`src/rtl/chimp_box_draw.sv`:
```
// Box rasteriser: draws one BOX_SIZE x BOX_SIZE grid cell, one pixel per clock, to a VGA adapter.
// Define CHIMP_BOX_BORDER_EN to plot only the perimeter (scan timing is unchanged).
module chimp_box_draw #(
  parameter int BOX_SIZE = 20,
  parameter int X_ORIGIN = 17,
  parameter int X_PITCH  = 37,
  parameter int Y_ORIGIN = 8,
  parameter int Y_PITCH  = 28
) (
  input  logic       clk,
  input  logic       iReset,
  input  logic       iStart,
  input  logic [2:0] iBoxX,
  input  logic [2:0] iBoxY,
  input  logic [2:0] iColour,
  output logic [9:0] oX,
  output logic [8:0] oY,
  output logic [2:0] oColour,
  output logic       oPlot,
  output logic       oBusy,
  output logic       oDone
);

  localparam int CW = (BOX_SIZE > 1) ? $clog2(BOX_SIZE) : 1;
  localparam logic [CW-1:0] LAST = CW'(BOX_SIZE - 1);

  typedef enum logic [1:0] {S_IDLE, S_LOAD, S_DRAW, S_DONE} state_t;

  state_t          state_q, state_d;
  logic [2:0]      bx_q, bx_d, by_q, by_d, col_q, col_d;
  logic [9:0]      orgx_q, orgx_d;
  logic [8:0]      orgy_q, orgy_d;
  logic [CW-1:0]   cx_q, cx_d, cy_q, cy_d;
  logic [9:0]      x_q, x_d;
  logic [8:0]      y_q, y_d;
  logic [2:0]      pcol_q, pcol_d;
  logic            plot_q, plot_d, done_q, done_d;
  logic            last_px, on_edge;

  assign last_px = (cx_q == LAST) && (cy_q == LAST);

  always_ff @(posedge clk) begin
    if (iReset) state_q <= S_IDLE;
    else        state_q <= state_d;
  end

  always_comb begin
    state_d = state_q;
    case (state_q)
      S_IDLE:  if (iStart) state_d = S_LOAD;
      S_LOAD:  state_d = S_DRAW;
      S_DRAW:  if (last_px) state_d = S_DONE;
      S_DONE:  state_d = S_IDLE;
      default: state_d = S_IDLE;
    endcase
  end

  // Outputs are registered from next-state values so the first pixel lands
  // the cycle after LOAD; the origin is taken from its _d while in LOAD.
  always_comb begin
    bx_d   = bx_q;
    by_d   = by_q;
    col_d  = col_q;
    orgx_d = orgx_q;
    orgy_d = orgy_q;
    cx_d   = cx_q;
    cy_d   = cy_q;
    if (state_q == S_IDLE && iStart) begin
      bx_d  = iBoxX;
      by_d  = iBoxY;
      col_d = iColour;
    end
    if (state_q == S_LOAD) begin
      orgx_d = 10'(X_ORIGIN) + 10'(X_PITCH) * 10'(bx_q);
      orgy_d = 9'(Y_ORIGIN) + 9'(Y_PITCH) * 9'(by_q);
    end
    if (state_q == S_DRAW) begin
      if (cx_q == LAST) begin
        cx_d = '0;
        cy_d = (cy_q == LAST) ? '0 : cy_q + 1'b1;
      end else begin
        cx_d = cx_q + 1'b1;
      end
    end

    on_edge = (cx_d == '0) || (cx_d == LAST) || (cy_d == '0) || (cy_d == LAST);
`ifdef CHIMP_BOX_BORDER_EN
    plot_d = (state_d == S_DRAW) && on_edge;
`else
    plot_d = (state_d == S_DRAW);
`endif
    done_d = (state_d == S_DONE);
    x_d    = plot_d ? orgx_d + 10'(cx_d) : x_q;
    y_d    = plot_d ? orgy_d + 9'(cy_d)  : y_q;
    pcol_d = plot_d ? col_q : pcol_q;
  end

  always_ff @(posedge clk) begin
    if (iReset) begin
      bx_q   <= '0;
      by_q   <= '0;
      col_q  <= '0;
      orgx_q <= '0;
      orgy_q <= '0;
      cx_q   <= '0;
      cy_q   <= '0;
      x_q    <= '0;
      y_q    <= '0;
      pcol_q <= '0;
      plot_q <= 1'b0;
      done_q <= 1'b0;
    end else begin
      bx_q   <= bx_d;
      by_q   <= by_d;
      col_q  <= col_d;
      orgx_q <= orgx_d;
      orgy_q <= orgy_d;
      cx_q   <= cx_d;
      cy_q   <= cy_d;
      x_q    <= x_d;
      y_q    <= y_d;
      pcol_q <= pcol_d;
      plot_q <= plot_d;
      done_q <= done_d;
    end
  end

  assign oX      = x_q;
  assign oY      = y_q;
  assign oColour = pcol_q;
  assign oPlot   = plot_q;
  assign oDone   = done_q;
  assign oBusy   = (state_q != S_IDLE);

endmodule

```
`config.mk`:
```
export PLATFORM = sky130hd
export DESIGN_NAME = chimp_box_draw
export DESIGN_NICKNAME = d
export VERILOG_FILES = /design/src/rtl/chimp_box_draw.sv
export SDC_FILE = /design/constraint.sdc
export NUM_CORES = 1
export LEC_CHECK = 0
export BUFFER_PORTS_ARGS = -buffer_cell sky130_fd_sc_hd__buf_2
export CAP_MARGIN = 0
export CORE_MARGIN = 2
export CORE_UTILIZATION = 35
export DETAILED_ROUTE_END_ITERATION = 8
export PLACE_DENSITY = 0.66
export SLEW_MARGIN = 20
export SYNTH_ARGS = -nofsm -noshare
export SYNTH_HDL_FRONTEND = slang
export SYNTH_SLANG_ARGS = --single-unit
```
`constraint.sdc`:
```
create_clock -name clk -period 3.5 [get_ports clk]
set_input_delay 0.175 -clock clk [delete_from_list [all_inputs] [get_ports clk]]
set_output_delay 0.175 -clock clk [all_outputs]
set_load 0.005 [all_outputs]
```
# Word level (Yosys, flattened, before mapping)
# Cells that the tools add are included.
[word_totals]
reg_bits = 64
input_bits = 12
output_inout_bits = 25
word_cells = 42
[classes]
add_sub_neg = 6
mul = 2
eq_ne = 7
mux = 10
reduce_logical = 4
[op_table]
columns = ["op", "count"]
rows = [
  ["$mux 5", 5],
  ["$add 10x5->10", 1],
  ["$add 5x1->5 const B", 2],
  ["$add 5x9->10 const A", 1],
  ["$eq 5x5->1 const B", 2],
  ["$mux 10", 1],
  ["$add 4x8->9 const A", 1],
  ["$add 9x5->9", 1],
  ["$mul 6x3->9 const A", 1],
  ["$mux 9", 1],
  ["$eq 2x2->1 const B", 4],
  ["$pmux 2 s4", 1],
  ["$mul 3x3->6 const A", 1],
  ["$mux 2", 2],
  ["$eq 2x1->1 const B", 1],
  ["$logic_and 1x1->1", 2],
  ["$logic_not 2->1", 1],
  ["$reduce_bool 2->1", 1],
]

# Logic depth before layout (Yosys ltp)
[depth]
ltp_word = 5
ltp_mapped = 16
depth_no_buf = 15

# Worst setup path before layout
# OpenSTA, ideal clock, no wires.
[synth_timing]
kind = "reg-to-reg"
start = "reg state_q[1]"
end = "reg x_q[6], in the netlist oX[6]"
setup_ps = 80
t_arrival_ps = 3162
t_required_ps = 3420
setup_slack_ps = 258
stages_incl_launch_ff = 16
path_buffers = 3
synth_period_minus_slack_ps = 3242
cell_sequence = "dfxtp_1 > inv_1 > ha_1 > buf_2 > buf_2 > buf_1 > mux2i_1 > ha_1 > inv_1 > fa_1 > nor2b_1 > o21ai_0 > a21boi_0 > o22ai_1 > xnor2_1 > a211oi_2"
[synth_between]
elab_chain_cells = 3
elab_cells_between_ends = 11
cone_classes = "add/sub (1); eq/ne (4); mux (5); reduce/logical (1)"
[synth_rtl]
columns = ["element", "line", "source"]
rows = [
  ["from (decl)", "29", "state_t state_q, state_d;"],
  ["from (signal assigned)", "44", "else state_q <= state_d;"],
  ["$eq 2x1->1", "73", "if (state_q == S_LOAD) begin"],
  ["$mux 10", "73", ""],
  ["via orgx_d[0]", "31", "logic [9:0] orgx_q, orgx_d;"],
  ["$add 10x5->10", "93", "x_d = plot_d ? orgx_d + 10'(cx_d) : x_q;"],
  ["to (signal assigned)", "107", "x_q <= '0;"],
  ["to (signal assigned)", "120", "x_q <= x_d;"],
  ["to (decl)", "34", "logic [9:0] x_q, x_d;"],
]
# The timed path passes the listed nets, and every way through them passes these cells.
# A chain may end at the register's enable or synchronous reset.

# Worst setup path in the final report
[layout_timing]
start = "reg by_q[0]"
end = "reg y_q[8], in the netlist oY[8]"
[layout_between]
elab_chain_cells = 4
[layout_rtl]
columns = ["element", "line", "source"]
rows = [
  ["from (decl)", "30", "logic [2:0] bx_q, bx_d, by_q, by_d, col_q, col_d;"],
  ["from (signal assigned)", "114", "by_q <= by_d;"],
  ["$mul 3x3->6", "75", "orgy_d = 9'(Y_ORIGIN) + 9'(Y_PITCH) * 9'(by_q);"],
  ["$add 4x8->9", "75", ""],
  ["$mux 9", "73", ""],
  ["via orgy_d[4]", "32", "logic [8:0] orgy_q, orgy_d;"],
  ["$add 9x5->9", "94", "y_d = plot_d ? orgy_d + 9'(cy_d) : y_q;"],
  ["to (signal assigned)", "121", "y_q <= y_d;"],
  ["to (decl)", "35", "logic [8:0] y_q, y_d;"],
]
# The timed path passes the listed nets, and every way through them passes these cells.

==> results by group <==
Logic synthesis
  – Sequential share of the synthesized area: a little over a third
  – Top cells by count, synth: dfxtp_1, nand2_1, a21oi_1, nor2_1, ha_1
  – Synth top area share: around 36%
  – Distinct cell type count after synthesis: 56
  – Register bit total from synthesis: 64
  – Syn_area_per_cell: 8.83 µm²
  – Synth warn: 0
  – Post-Syn Nets: 444
  – Syn Std Cell Area: approximately 0.0035 mm²
  – Async S/R FF share, synth: 0%
  – Most common cell in the netlist: dfxtp_1
  – Largest area contributor in the netlist: dfxtp_1
  – Post-synth EDFFs: 0
  – Cells after synthesis: about 400
  – Top post-synthesis cells by area: dfxtp_1, ha_1, a21oi_1
  – Top_reg_cell synth: dfxtp_1

Setup path
  – Worst EP required: ~3.7 ns
  – Slowest stage delay, CP: about 0.52 ns
  – Crit-path most repeated cell: ha_1
  – Critical path cell sequence: inv_1 -> fa_1 -> inv_1 -> ha_1 -> ha_1 -> mux2_2 -> ha_1 -> o21a_1 -> o31ai_1 -> a21oi_2 -> o311ai_1 -> or4b_1 -> o311ai_0
  – CP Launch Type: flop
  – CP max-delay cell: fa_1
  – WP data arrival: roughly 3.5 ns
  – Critical path type: reg2reg
  – Crit. End Element: flop
  – Worst Path Max Fanout: 5

Place
  – DP HPWL: between 5000 and 6000 µm
  – Dpl cells: ~550
  – RD Place Congestion: 0.805
  – Port buffer count: 36

Detailed routing
  – Final ANT Viol Nets: 0
  – Total routed wirelength: approximately 7400 µm
  – Via/cell ratio: around 4.9
  – Vias: about 2800
  – Starting DRT DRC Count: about 130
  – Drt drc: 0
  – WL/cell: 13.0 µm
  – Drt first pass iters: 4

CTS
  – Skew-Pair Late Insertion Delay: between 0.3 and 0.4 ns
  – Clk buf depth: 2
  – Num CTS Buffers: 9
  – # hold bufs at CTS: 0
  – Clock root buffer: clkbuf_8
  – TritonCTS clock tree: yes
  – Clock slew at reported path FFs: 0.06 ns
  – Postcts setup bufs: 0
  – H-tree depth: 3
  – Num Clock Sinks: 64

Global routing
  – Vias in the first global route: 2840
  – Tot GR Track Use: ~14%
  – GRT overflow: 0
  – M3 GR Usage: around 3.8%
  – Global-route wire length before repair: between 10000 and 15000 µm
  – Routing usage on met2: 23.7%
  – Routing usage on met1: between 10% and 20%
  – GR peak layer: met2
  – Antenna violations before repair: 0
  – Largest net degree at the start of global routing: 52

Timing
  – Clk_skew: between 0.008 and 0.009 ns
  – RSZ-0062 raised after global routing: false
  – Period utilization: ~94%
  – Fin Setup TNS: 0 ns
  – Endpoints failing setup: 0
  – Rel. slew slack: roughly three fifths
  – Slew @ Worst Pin: between 0.5 and 0.6 ns
  – Fin. Hold Viols: 0
  – Max Slew Vio Count: 0
  – Post-route minimum period: 3.29 ns
  – Hold_ws: about 0.076 ns
  – Achievable Freq: approximately 300 MHz

Power
  – Final Power: 2.47 mW
  – Peak supply drop: 185 µV
  – Clock power share: between 20% and 30%
  – Sequential fraction of design power: 36.7%
  – Internal Pwr Total: ~1.5 mW
  – Comb power frac: between 30% and 40%
  – Sw Share: between 30% and 40%
  – Pwr Density: 622 mW/mm²
  – Leak: 1.77 nW
  – Switching power: 932 µW

Min path
  – Worst hold path type: in2reg

Cells and area
  – Filler cell count: approximately 980
  – Final nets: roughly 480
  – Layout cells sized above 1: 17.6%
  – # diodes: 0
  – Finished Layout Cells: approximately 570
  – Area growth, synth to finish: 12.7%

Status
  – Status: complete, no violations

Floorplanning
  – Area of the core: about 0.0098 mm²
  – Starting Density: roughly 36%
  – Die Height: 104 µm
  – IO Pins: 37
  – Die ar.: approximately 0.011 mm²
  – # rows: 36
  – Die width: between 100 and 150 µm

Flow run
  – Max cap viols: 0
-- final timing paths --
kind	cells after the start	from	slack (ns)	to
hold / removal	3	iBoxY[2]	0.08	by_q[2]$_SDFFE_PP0P_
setup reg to reg	13	by_q[0]$_SDFFE_PP0P_	0.21	oY[8]$_SDFFE_PP0P_
setup / recovery	13	by_q[0]$_SDFFE_PP0P_	0.21	oY[8]$_SDFFE_PP0P_
hold reg to reg	2	oY[5]$_SDFFE_PP0P_	0.45	oY[5]$_SDFFE_PP0P_
-- logic make-up after synthesis --
logic type               synth area share [%]
AO/OA/AOI/OAI                            14.6
adder cells (fa/ha/maj)                  12.8
multiplexers                             5.08
XOR/XNOR                                 3.98
AND/OR/NAND/NOR                          21.5
flip-flops                               36.4
buffers and inverters                    5.75
-- power groups by stage --
stage	registers (mW)	clock network (mW)	logic [mW]
3_3_place_gp	0.914	0	0.957
3_5_place_dp	0.919	0	0.975
5_1_grt	0.919	0.640	1.11
6_report	0.905	0.588	0.976
4_1_cts	0.905	0.609	0.983
2_1_floorplan	0.914	0	0.804
-- metrics by stage --
| step | utilization, % | setup WS [ns] | cell area (µm²) |
|---|---|---|---|
| final | 40.6 | 0.212 | 3970 |
| after global routing | 40.6 | 0.0107 | 3970 |
| after CTS | 40.5 | 0.0868 | 3960 |
| after detailed placement | 38.7 | 0.115 | 3780 |
| after global placement | 38.7 | 0.217 | 3780 |
| after floorplan | - | 0.258 | 3520 |
-- cell usage in the layout, fill, tap and decap left out, drive strengths merged, types with 3 or more instances in the layout --
| cell type | count |
|---|---|
| o211ai | 3 |
| buf | 40 |
| fa | 5 |
| clkbuf | 13 |
| inv | 23 |
| nand2 | 41 |
| nor3 | 7 |
| o21a | 4 |
| dfxtp | 64 |
| a211oi | 8 |
| a21o | 4 |
| nand4 | 4 |
| nor2b | 12 |
| xnor2 | 10 |
| nand2b | 3 |
| nand3 | 17 |
| mux2i | 10 |
| nor2 | 34 |
| a21oi | 35 |
| and2 | 13 |
| o21ai | 10 |
| mux2 | 7 |
| and3 | 3 |
| xor2 | 6 |
| ha | 28 |
-- critical path, delay by kind of cell (launching register included) --
kind	cells	cell delay [ns]
fa+ha+maj	4	1.42
compound gates	5	0.53
simple gates	1	0.46
flops	1	0.38
mux	1	0.27
buf+inv	2	0.11
-- flip-flops by register name (all words and copies together) (netlist names) --
signal	count
cy_q	5
oDone	1
col_q	3
by_q	3
oY	9
orgy_q	9
cx_q	5
bx_q	3
orgx_q	10
oX	10
oColour	3
oPlot	1
state_q	2
-- metal layers --
metal	up-vias	share of wire, %
met1	1292	50
met2	45	44
met3	11	4.4
li1	1435	-
met5	-	0
met4	0	1.6
-- layout make-up --
cell class | instances | area, µm² | share of cell area, %
inverters | 23 | 86.3 | 2.17
well taps | 133 | 166 | 4.19
flip-flops and latches | 64 | 1280 | 32.3
repair buffers | 40 | 210 | 5.29
clock buffers | 13 | 179 | 4.51
multi-input cells | 293 | 2050 | 51.5
-- what timing repair did --
item                                   in CTS  in global routing
setup endpoints to repair                   0                  1
endpoints found under the hold margin       0                  0
resized for setup                           0                  4
No activity file was read; power rests on OpenSTA's default activity.
